**src/rtl/alu_op_pkg.sv**
```systemverilog
// ----------------------------------------------------------------------------
// alu_op_pkg
// Shared constants for the ALU operation issuer:
//   - ALUSEL encodings driven to the ALU result multiplexer
//   - ALUOp codes coming from the control unit
//   - RISC-V funct3 values relevant to the OP/OP-IMM decode
//   - issuer FSM state encoding
//   - helper to classify shift selections
// ----------------------------------------------------------------------------
package alu_op_pkg;

    // ALUSEL codes understood by the result multiplexer
    localparam logic [2:0] SEL_AND = 3'b000;
    localparam logic [2:0] SEL_OR  = 3'b001;
    localparam logic [2:0] SEL_SUB = 3'b010;
    localparam logic [2:0] SEL_ADD = 3'b011;
    localparam logic [2:0] SEL_SLL = 3'b100;
    localparam logic [2:0] SEL_SRA = 3'b101;

    // ALUOp codes from the control unit
    localparam logic [1:0] ALUOP_ADD     = 2'b00;
    localparam logic [1:0] ALUOP_SUB     = 2'b01;
    localparam logic [1:0] ALUOP_FUNCT   = 2'b10;
    localparam logic [1:0] ALUOP_ILLEGAL = 2'b11;

    // funct3 values of the integer OP / OP-IMM groups
    localparam logic [2:0] F3_ADD_SUB = 3'b000;
    localparam logic [2:0] F3_SLL     = 3'b001;
    localparam logic [2:0] F3_SLT     = 3'b010;
    localparam logic [2:0] F3_SLTU    = 3'b011;
    localparam logic [2:0] F3_XOR     = 3'b100;
    localparam logic [2:0] F3_SRL_SRA = 3'b101;
    localparam logic [2:0] F3_OR      = 3'b110;
    localparam logic [2:0] F3_AND     = 3'b111;

    // Issuer FSM states
    typedef enum logic [1:0] {
        ST_IDLE    = 2'b00,
        ST_ISSUE   = 2'b01,
        ST_CAPTURE = 2'b10,
        ST_RESP    = 2'b11
    } state_e;

    // True when the selection is a shift whose B operand is a shift amount
    function automatic logic is_shift(input logic [2:0] sel);
        return (sel == SEL_SLL) || (sel == SEL_SRA);
    endfunction

endpackage

```
**src/rtl/alu_op_decode.sv**
```systemverilog
// ----------------------------------------------------------------------------
// alu_op_decode
// Purely combinational ALUOp/funct3/funct7[5] decoder producing the ALUSEL
// code and an illegal flag for operations the ALU mux cannot perform.
// Ports:
//   aluop    in  2  control-unit ALUOp
//   funct3   in  3  instruction funct3
//   funct7b5 in  1  instruction bit 30
//   is_rtype in  1  register-register instruction (SUB only allowed here)
//   sel      out 3  ALUSEL code (SEL_AND when illegal, value unused)
//   illegal  out 1  operation not supported
// ----------------------------------------------------------------------------
module alu_op_decode (
    input  logic [1:0] aluop,
    input  logic [2:0] funct3,
    input  logic       funct7b5,
    input  logic       is_rtype,
    output logic [2:0] sel,
    output logic       illegal
);
    import alu_op_pkg::*;

    // ALUOp / funct decode into ALUSEL plus illegal flag
    always_comb begin
        sel     = SEL_AND;
        illegal = 1'b0;
        case (aluop)
            ALUOP_ADD: sel = SEL_ADD;
            ALUOP_SUB: sel = SEL_SUB;
            ALUOP_FUNCT: begin
                case (funct3)
                    F3_AND: sel = SEL_AND;
                    F3_OR:  sel = SEL_OR;
                    F3_ADD_SUB: begin
                        // funct7b5 on an I-type is immediate bits, not SUB
                        if (is_rtype && funct7b5) begin
                            sel = SEL_SUB;
                        end else begin
                            sel = SEL_ADD;
                        end
                    end
                    F3_SLL: begin
                        if (!funct7b5) begin
                            sel = SEL_SLL;
                        end else begin
                            illegal = 1'b1;
                        end
                    end
                    F3_SRL_SRA: begin
                        // only the arithmetic right shift exists in the mux
                        if (funct7b5) begin
                            sel = SEL_SRA;
                        end else begin
                            illegal = 1'b1;
                        end
                    end
                    default: illegal = 1'b1;
                endcase
            end
            ALUOP_ILLEGAL: illegal = 1'b1;
            default:       illegal = 1'b1;
        endcase
    end

endmodule

```
**src/rtl/alu_op_issuer.sv**
```systemverilog
// ----------------------------------------------------------------------------
// alu_op_issuer
// Sequencing front end for the ALU result multiplexer. Accepts one request at
// a time, decodes it to ALUSEL, drives registered operands/ALUSEL to the ALU,
// waits SETTLE_CYCLES, captures ALUOut and returns it over a valid/ready
// response handshake. Illegal operations skip the ALU and respond at once.
//
// Optional build macro: ALU_OP_ISSUER_SHAMT_MASK_EN
//   defined   -> SLL/SRA drive alu_b with only req_b[4:0] (RV32 shamt)
//   undefined -> alu_b = req_b for every operation
//
// Parameters: WIDTH (operand width), SETTLE_CYCLES (1..15)
// Ports:
//   clk, rst                       clock, async active-high reset
//   req_valid/req_ready            request handshake
//   req_aluop/funct3/funct7b5/is_rtype  operation selection
//   req_a, req_b                   operands
//   alu_sel, alu_a, alu_b          registered drive to ALU + mux
//   alu_out                        result from the mux
//   resp_valid/resp_ready          response handshake
//   resp_data/resp_zero/resp_illegal  response payload
// ----------------------------------------------------------------------------
module alu_op_issuer #(
    parameter int WIDTH         = 32,
    parameter int SETTLE_CYCLES = 1
) (
    input  logic             clk,
    input  logic             rst,
    input  logic             req_valid,
    output logic             req_ready,
    input  logic [1:0]       req_aluop,
    input  logic [2:0]       req_funct3,
    input  logic             req_funct7b5,
    input  logic             req_is_rtype,
    input  logic [WIDTH-1:0] req_a,
    input  logic [WIDTH-1:0] req_b,
    output logic [2:0]       alu_sel,
    output logic [WIDTH-1:0] alu_a,
    output logic [WIDTH-1:0] alu_b,
    input  logic [WIDTH-1:0] alu_out,
    output logic             resp_valid,
    input  logic             resp_ready,
    output logic [WIDTH-1:0] resp_data,
    output logic             resp_zero,
    output logic             resp_illegal
);
    import alu_op_pkg::*;

    localparam logic [3:0] CNT_LOAD = 4'(SETTLE_CYCLES);

    state_e           state_r;
    state_e           state_nxt_s;
    logic [3:0]       cnt_r;
    logic [2:0]       dec_sel_s;
    logic             dec_illegal_s;
    logic             accept_s;
    logic [WIDTH-1:0] alu_b_load_s;

    logic             req_ready_r;
    logic             resp_valid_r;
    logic [2:0]       alu_sel_r;
    logic [WIDTH-1:0] alu_a_r;
    logic [WIDTH-1:0] alu_b_r;
    logic [WIDTH-1:0] resp_data_r;
    logic             resp_zero_r;
    logic             resp_illegal_r;

    alu_op_decode u_decode (
        .aluop    (req_aluop),
        .funct3   (req_funct3),
        .funct7b5 (req_funct7b5),
        .is_rtype (req_is_rtype),
        .sel      (dec_sel_s),
        .illegal  (dec_illegal_s)
    );

    // req_ready_r is only high in IDLE, so this is the acceptance event
    assign accept_s = req_valid && req_ready_r;

    // Operand B as it will be presented to the ALU
    always_comb begin
        alu_b_load_s = req_b;
`ifdef ALU_OP_ISSUER_SHAMT_MASK_EN
        if (is_shift(dec_sel_s)) begin
            alu_b_load_s = {{(WIDTH-5){1'b0}}, req_b[4:0]};
        end else begin
            alu_b_load_s = req_b;
        end
`endif
    end

    // Next-state logic of the issue sequencer
    always_comb begin
        state_nxt_s = state_r;
        case (state_r)
            ST_IDLE: begin
                if (accept_s) begin
                    if (dec_illegal_s) begin
                        state_nxt_s = ST_RESP;
                    end else begin
                        state_nxt_s = ST_ISSUE;
                    end
                end else begin
                    state_nxt_s = ST_IDLE;
                end
            end
            ST_ISSUE: begin
                // <= also catches a zero count so the FSM can never stall
                if (cnt_r <= 4'd1) begin
                    state_nxt_s = ST_CAPTURE;
                end else begin
                    state_nxt_s = ST_ISSUE;
                end
            end
            ST_CAPTURE: state_nxt_s = ST_RESP;
            ST_RESP: begin
                if (resp_ready) begin
                    state_nxt_s = ST_IDLE;
                end else begin
                    state_nxt_s = ST_RESP;
                end
            end
            default: state_nxt_s = ST_IDLE;
        endcase
    end

    // State register and registered handshake outputs
    always_ff @(posedge clk or posedge rst) begin
        if (rst) begin
            state_r      <= ST_IDLE;
            req_ready_r  <= 1'b0;
            resp_valid_r <= 1'b0;
        end else begin
            state_r      <= state_nxt_s;
            req_ready_r  <= (state_nxt_s == ST_IDLE);
            resp_valid_r <= (state_nxt_s == ST_RESP);
        end
    end

    // Settle counter: loaded on acceptance, counts down while issuing
    always_ff @(posedge clk or posedge rst) begin
        if (rst) begin
            cnt_r <= 4'd0;
        end else if (accept_s) begin
            cnt_r <= CNT_LOAD;
        end else if ((state_r == ST_ISSUE) && (cnt_r != 4'd0)) begin
            cnt_r <= cnt_r - 4'd1;
        end
    end

    // ALU drive registers; illegal requests leave the ALU untouched
    always_ff @(posedge clk or posedge rst) begin
        if (rst) begin
            alu_sel_r <= 3'b000;
            alu_a_r   <= {WIDTH{1'b0}};
            alu_b_r   <= {WIDTH{1'b0}};
        end else if (accept_s && !dec_illegal_s) begin
            alu_sel_r <= dec_sel_s;
            alu_a_r   <= req_a;
            alu_b_r   <= alu_b_load_s;
        end
    end

    // Response payload; held outside capture/acceptance so RESP is stable
    always_ff @(posedge clk or posedge rst) begin
        if (rst) begin
            resp_data_r    <= {WIDTH{1'b0}};
            resp_zero_r    <= 1'b0;
            resp_illegal_r <= 1'b0;
        end else if (accept_s && dec_illegal_s) begin
            resp_data_r    <= {WIDTH{1'b0}};
            resp_zero_r    <= 1'b1;
            resp_illegal_r <= 1'b1;
        end else if (state_r == ST_CAPTURE) begin
            resp_data_r    <= alu_out;
            resp_zero_r    <= (alu_out == {WIDTH{1'b0}});
            resp_illegal_r <= 1'b0;
        end
    end

    assign req_ready    = req_ready_r;
    assign resp_valid   = resp_valid_r;
    assign alu_sel      = alu_sel_r;
    assign alu_a        = alu_a_r;
    assign alu_b        = alu_b_r;
    assign resp_data    = resp_data_r;
    assign resp_zero    = resp_zero_r;
    assign resp_illegal = resp_illegal_r;

endmodule

```
**config.mk**
```make
export PLATFORM = sky130hd
export DESIGN_NAME = alu_op_issuer
export DESIGN_NICKNAME = d
export VERILOG_FILES = /design/src/rtl/alu_op_pkg.sv /design/src/rtl/alu_op_decode.sv /design/src/rtl/alu_op_issuer.sv
export SDC_FILE = /design/constraint.sdc
export NUM_CORES = 1
export LEC_CHECK = 0
export BUFFER_PORTS_ARGS = -buffer_cell sky130_fd_sc_hd__buf_2
export CORE_MARGIN = 4
export CORE_UTILIZATION = 47
export DETAILED_ROUTE_END_ITERATION = 10
export GPL_TIMING_DRIVEN = 0
export PLACE_DENSITY = 0.79
export SKIP_CTS_REPAIR_TIMING = 1
export SLEW_MARGIN = 10
export SYNTH_ARGS = -nofsm -noshare
export SYNTH_HDL_FRONTEND = slang
export SYNTH_HIERARCHICAL = 1
export SYNTH_SLANG_ARGS = --single-unit
export TNS_END_PERCENT = 10
```
**constraint.sdc**
```tcl
create_clock -name clk -period 3.8 [get_ports clk]
set_input_delay 0.19 -clock clk [delete_from_list [all_inputs] [get_ports clk]]
set_output_delay 0.19 -clock clk [all_outputs]
set_load 0.01 [all_outputs]
```
* Word level (Yosys, flattened, before mapping)
Index checks and enable logic that the tools add are counted.
Cells by class: $add $sub $neg 1, order comparisons 1, equal/unequal tests 11, mux-type cells 22, reduce and logical (&&, ||, !) cells 15
Operators with widths (count):
- 32-bit two-way mux | 2
- 32-bit zero test | 1
- 3-bit one-hot mux with 4 select lines | 1
- 2-bit equality test (second input constant) | 5
- 3-bit equality test (second input constant) | 3
- 3-bit one-hot mux with 3 select lines | 1
- 2-bit two-way mux | 4
- 4-bit two-way mux | 2
- 2-bit one-hot mux with 4 select lines | 1
- 1-bit two-way mux | 7
- 2-bit zero test | 3
- 3-bit two-way mux | 2
- 1-bit logical AND | 5
- 2-bit by 1-bit equality test with 1-bit output (second input constant) | 2
- 4-bit by 1-bit <= comparator with 1-bit output (second input constant) | 1
- 2-bit nonzero test | 2
- 4-bit nonzero test | 1
- 4-bit by 1-bit subtractor with 4-bit output (second input constant) | 1
- 3-bit by 1-bit equality test with 1-bit output (second input constant) | 1
- 3-bit zero test | 1
- 1-bit one-hot mux with 3 select lines | 1
- 3-bit OR reduction | 1
- 1-bit one-hot mux with 2 select lines | 1
- 1-bit zero test | 1
Word-level totals: flip-flop bits (word level) 109, input port bits 107, output and inout bits 103, logic and storage cells 60

* Longest topological paths before layout
depth in word-level cells 8, depth in mapped cells 7, gate-level depth less buffers 6

* Modules after synthesis
The synthesis kept the hierarchy.
By module, submodules not included:
- alu_op_issuer | times used 1, cells an instance 347, area an instance 4483.0 sq um, seq. area each 2727.6 sq um
- alu_op_decode | times used 1, cells an instance 12, area an instance 87.6 sq um, seq. area each 0.0 sq um

* Worst setup path after synthesis
OpenSTA, ideal clock, no wires.
kind flip-flop to flip-flop, start register cnt_r[0], end register cnt_r[3], library setup time 0.077 ns, arrival time 1.411 ns, required time 3.723 ns, slack 2.312 ns, stages on the path, launching flop included 6, path buffers 0, clock period less this slack 1.488 ns, path through dfrtp_1 inv_1 ha_1 or3b_2 a31o_2 a21oi_1
Between the ends: word-level cells in the longest chain between the ends 3, elaborated cells between the ends (all ways) 6, classes of those cells add/sub (1); mux (2); reduce/logical (3)
Ends and longest elaborated chain:
- start: declaration | line alu_op_issuer.sv:53 | logic [3:0] cnt_r;
- start signal: assignment | line alu_op_issuer.sv:147 | cnt_r <= cnt_r - 4'd1;
- 4-bit by 1-bit subtractor with 4-bit output or 4-bit nonzero test (tied branches) | line alu_op_issuer.sv:147, alu_op_issuer.sv:146
- 4-bit two-way mux or 1-bit logical AND (tied branches) | line alu_op_issuer.sv:146 | end else if ((state_r == ST_ISSUE) && (cnt_r != 4'd0)) begin
- 4-bit two-way mux or 2-bit nonzero test (tied branches)
Several ways; a longest one is shown, not always the timed one. The select of a mux whose other input is x is not followed. A chain may end at the register's enable or synchronous reset.

* Worst setup path after layout
Ends and elaborated chain as after synthesis.

==> impl_results.md <==
- Worst Path Max Fanout: 4
- Hold path cells: 2
- Yosys cell types: 40
- Slew of the pin with the lowest slew margin: 501 ps
- Path depth of the worst reg2reg path: 5
- Min-Delay Startpoint: req_a[11]
- Setup crit start kind: flop
- Final WL: about 11 mm
- Ranking of synthesized cells by area: dfrtp_1, mux2_4, mux2_2, nand2_1, a21oi_1
- Ys async rst share: 100%
- Post-synthesis sequential area ratio: between 50% and 60%
- Worst path max stage delay: 470 ps
- Slew Limit Fails: 0
- Row Count: 35
- Fin. Hold Viols: 0
- Final number of setup-violating endpoints: 0
- I/O Pins: 210
- Fin crit period: between 1500 and 2000 ps
- DR DRC count: 0
- Later-pin clock latency in the skew report: between 300 and 400 ps
- #FFs+latches synth: between 100 and 150
- CORE AREA: 9370 um^2
- Die ar.: 11400 um^2
- CTS root buffer: clkbuf_8
- Flop2flop setup slack: about 2200 ps
- DPL Wire Length: about 8.8 mm
- Die Width: 107 um
- CTS sink cnt: 109
- Unrepaired setup endpoints after global routing: false
- LEAKAGE: between 0.003 and 0.004 uW
- Layout net count: roughly 690
- 1st-iter DRT viols: approximately 150
- Reg-to-reg critical path startpoint: cnt_r[0]
- Initial antenna violation count: 0
- CP Capture Type: flop
- Pin count of the biggest net entering global routing: between 60 and 70
- Synth area leader: dfrtp_1
- Commonest cells after routing, fill and taps aside: buf_2, dfrtp_1, nand2_1
- Cell count after synthesis: approximately 360
- Status: finished clean
- R2R Path End: cnt_r[3]
- Final instance area: 6000 um^2
- Min-Delay Path Class: in2reg
- Dpl cell area: 5810 um^2
- Final period util: 42.5%
- Ant diodes: 0
- Via density: around 5.0
- Layout Skew: between 10 and 15 ps
- Fmax: about 620 MHz
- Critical path required time: around 4100 ps
- Final worst setup slack: around 2200 ps
- Worst-path cell chain: inv_1, ha_1, or3b_2, a31o_2, a21oi_1
- Cts bufs inserted: 9
- Bufs and invs on worst path: 1
- # port buffers: approximately 210
- Vias in the first global route: roughly 3700
- Slew headroom: between 60% and 70%
- GRT Resource Usage Total: a little over 20%
- Cell Area, Synth: approximately 4600 um^2
- Min-Delay Endpoint: alu_a[11]
- Design Power: approximately 4700 uW
- P&R area growth vs syn: 31.2%
- Reg clk slew, reported paths: about 100 ps
- Congestion Overflow GR: 0
- H-tree depth: 3
- YS warnings: 6
- Post-synth net total: between 400 and 500
- Share of cells above drive strength 1: between 50% and 60%
- Pre-CTS setup slack: around 1900 ps
- Max cap viols: 0
- Starting Density: 48.8%
- Top FF cell, synth: dfrtp_1
- CP Class: reg2reg
- Pre-antenna DRT Iters: 4
- Peak VDD IR: around 0.00038 V
- GPL Wtd Cong: 0.859
- DR WL/cell: 15.8 um
- Longest Clk Path Bufs: 2
- Power Density: 787 nW/um^2
- Synth Area per Inst: 12.7 um^2
- Global-route wire length before repair: ~18 mm
- Commonest non-fill, non-tap cell in the layout: buf_2
- Post-synth EDFFs: 0
- Routed vias: between 3000 and 4000
- Top cell type's share of synthesized area: about three fifths
- Vert. Die Dim: ~110 um
- CTS tree: yes
- Top delay family on crit path: simple AND/OR/NAND/NOR gates
- Post-route ant nets: 0
- Slowest cell on the critical path: or3b_2
- CP Data Arrival Time: 1920 ps
-- power by group --
| group | internal (uW) | leakage (uW) | switching [uW] |
|---|---|---|---|
| combinational | 1060 | 0.00173 | 1030 |
| clock | 254 | 0.0000747 | 368 |
| sequential | 1720 | 0.00133 | 288 |
| total | 3030 | 0.00313 | 1690 |
-- registers in the layout (all words and copies together) (netlist names) --
name	cells
alu_sel	3
cnt_r	4
req_ready	1
alu_a	32
resp_valid	1
resp_illegal	1
state_r	2
resp_data	32
resp_zero	1
alu_b	32
-- synthesized netlist by cell type, types with 2 or more instances --
cell / n
a21oi_1: 40
a31oi_1: 2
buf_2: 7
buf_4: 5
buf_6: 4
clkbuf_1: 4
dfrtp_1: 109
ha_1: 3
inv_1: 6
mux2_2: 37
mux2_4: 30
nand2_1: 65
nand3_1: 3
nand4_1: 3
nor2b_1: 3
nor4_1: 9
o21a_1: 2
o21ai_0: 4
o31ai_1: 2
-- stage by stage --
step,TNS (ps),hold slack (ps),utilization [%],instances
global route,0,16.7,64.0,715
finish,0,45.7,64.0,715
detailed placement,0,247,62.0,698
global placement,-38270,401,61.7,697
floorplan,0,281,-,359
CTS,0,-170,63.8,713
-- layout make-up --
type	instances	area [um^2]
Fill cell	780	3370
Sequential cell	109	2730
Multi-Input combinational cell	224	1690
Timing Repair Buffer	212	1090
Tap cell	129	161
Clock buffer	12	145
Buffer	20	133
Inverter	6	27.5
Clock inverter	3	22.5
-- worst max-delay path by stage --
| stage | from | endpoint | depth (start not counted) |
|---|---|---|---|
| final | cnt_r[0] | cnt_r[3] | 5 |
| after global routing | cnt_r[0] | cnt_r[3] | 5 |
| after CTS | cnt_r[0] | cnt_r[3] | 5 |
| after detailed placement | req_funct7b5 | resp_data[0] | 8 |
| after global placement | rst | alu_a[21] | 2 |
| after floorplan | rst | alu_a[0] | 1 |
-- cells by family after synthesis --
logic type	synth area share, %
AOI/OAI and AO/OA	6.71
xor gates and xnor gates	0.383
adders and majority gates	0.821
buffers and inverters	3.39
DFF	59.7
muxes	19.0
and+or+nand+nor	10.0
-- layer usage --
metal  vias to the layer above  wire, um  track usage, %
met3                        24       663            4.88
met5                         -         0               0
li1                       1682         -               -
met2                       124      5850            34.8
met1                      1731      4500            24.6
met4                         0       299            8.22
No activity file was read; power rests on OpenSTA's default activity.
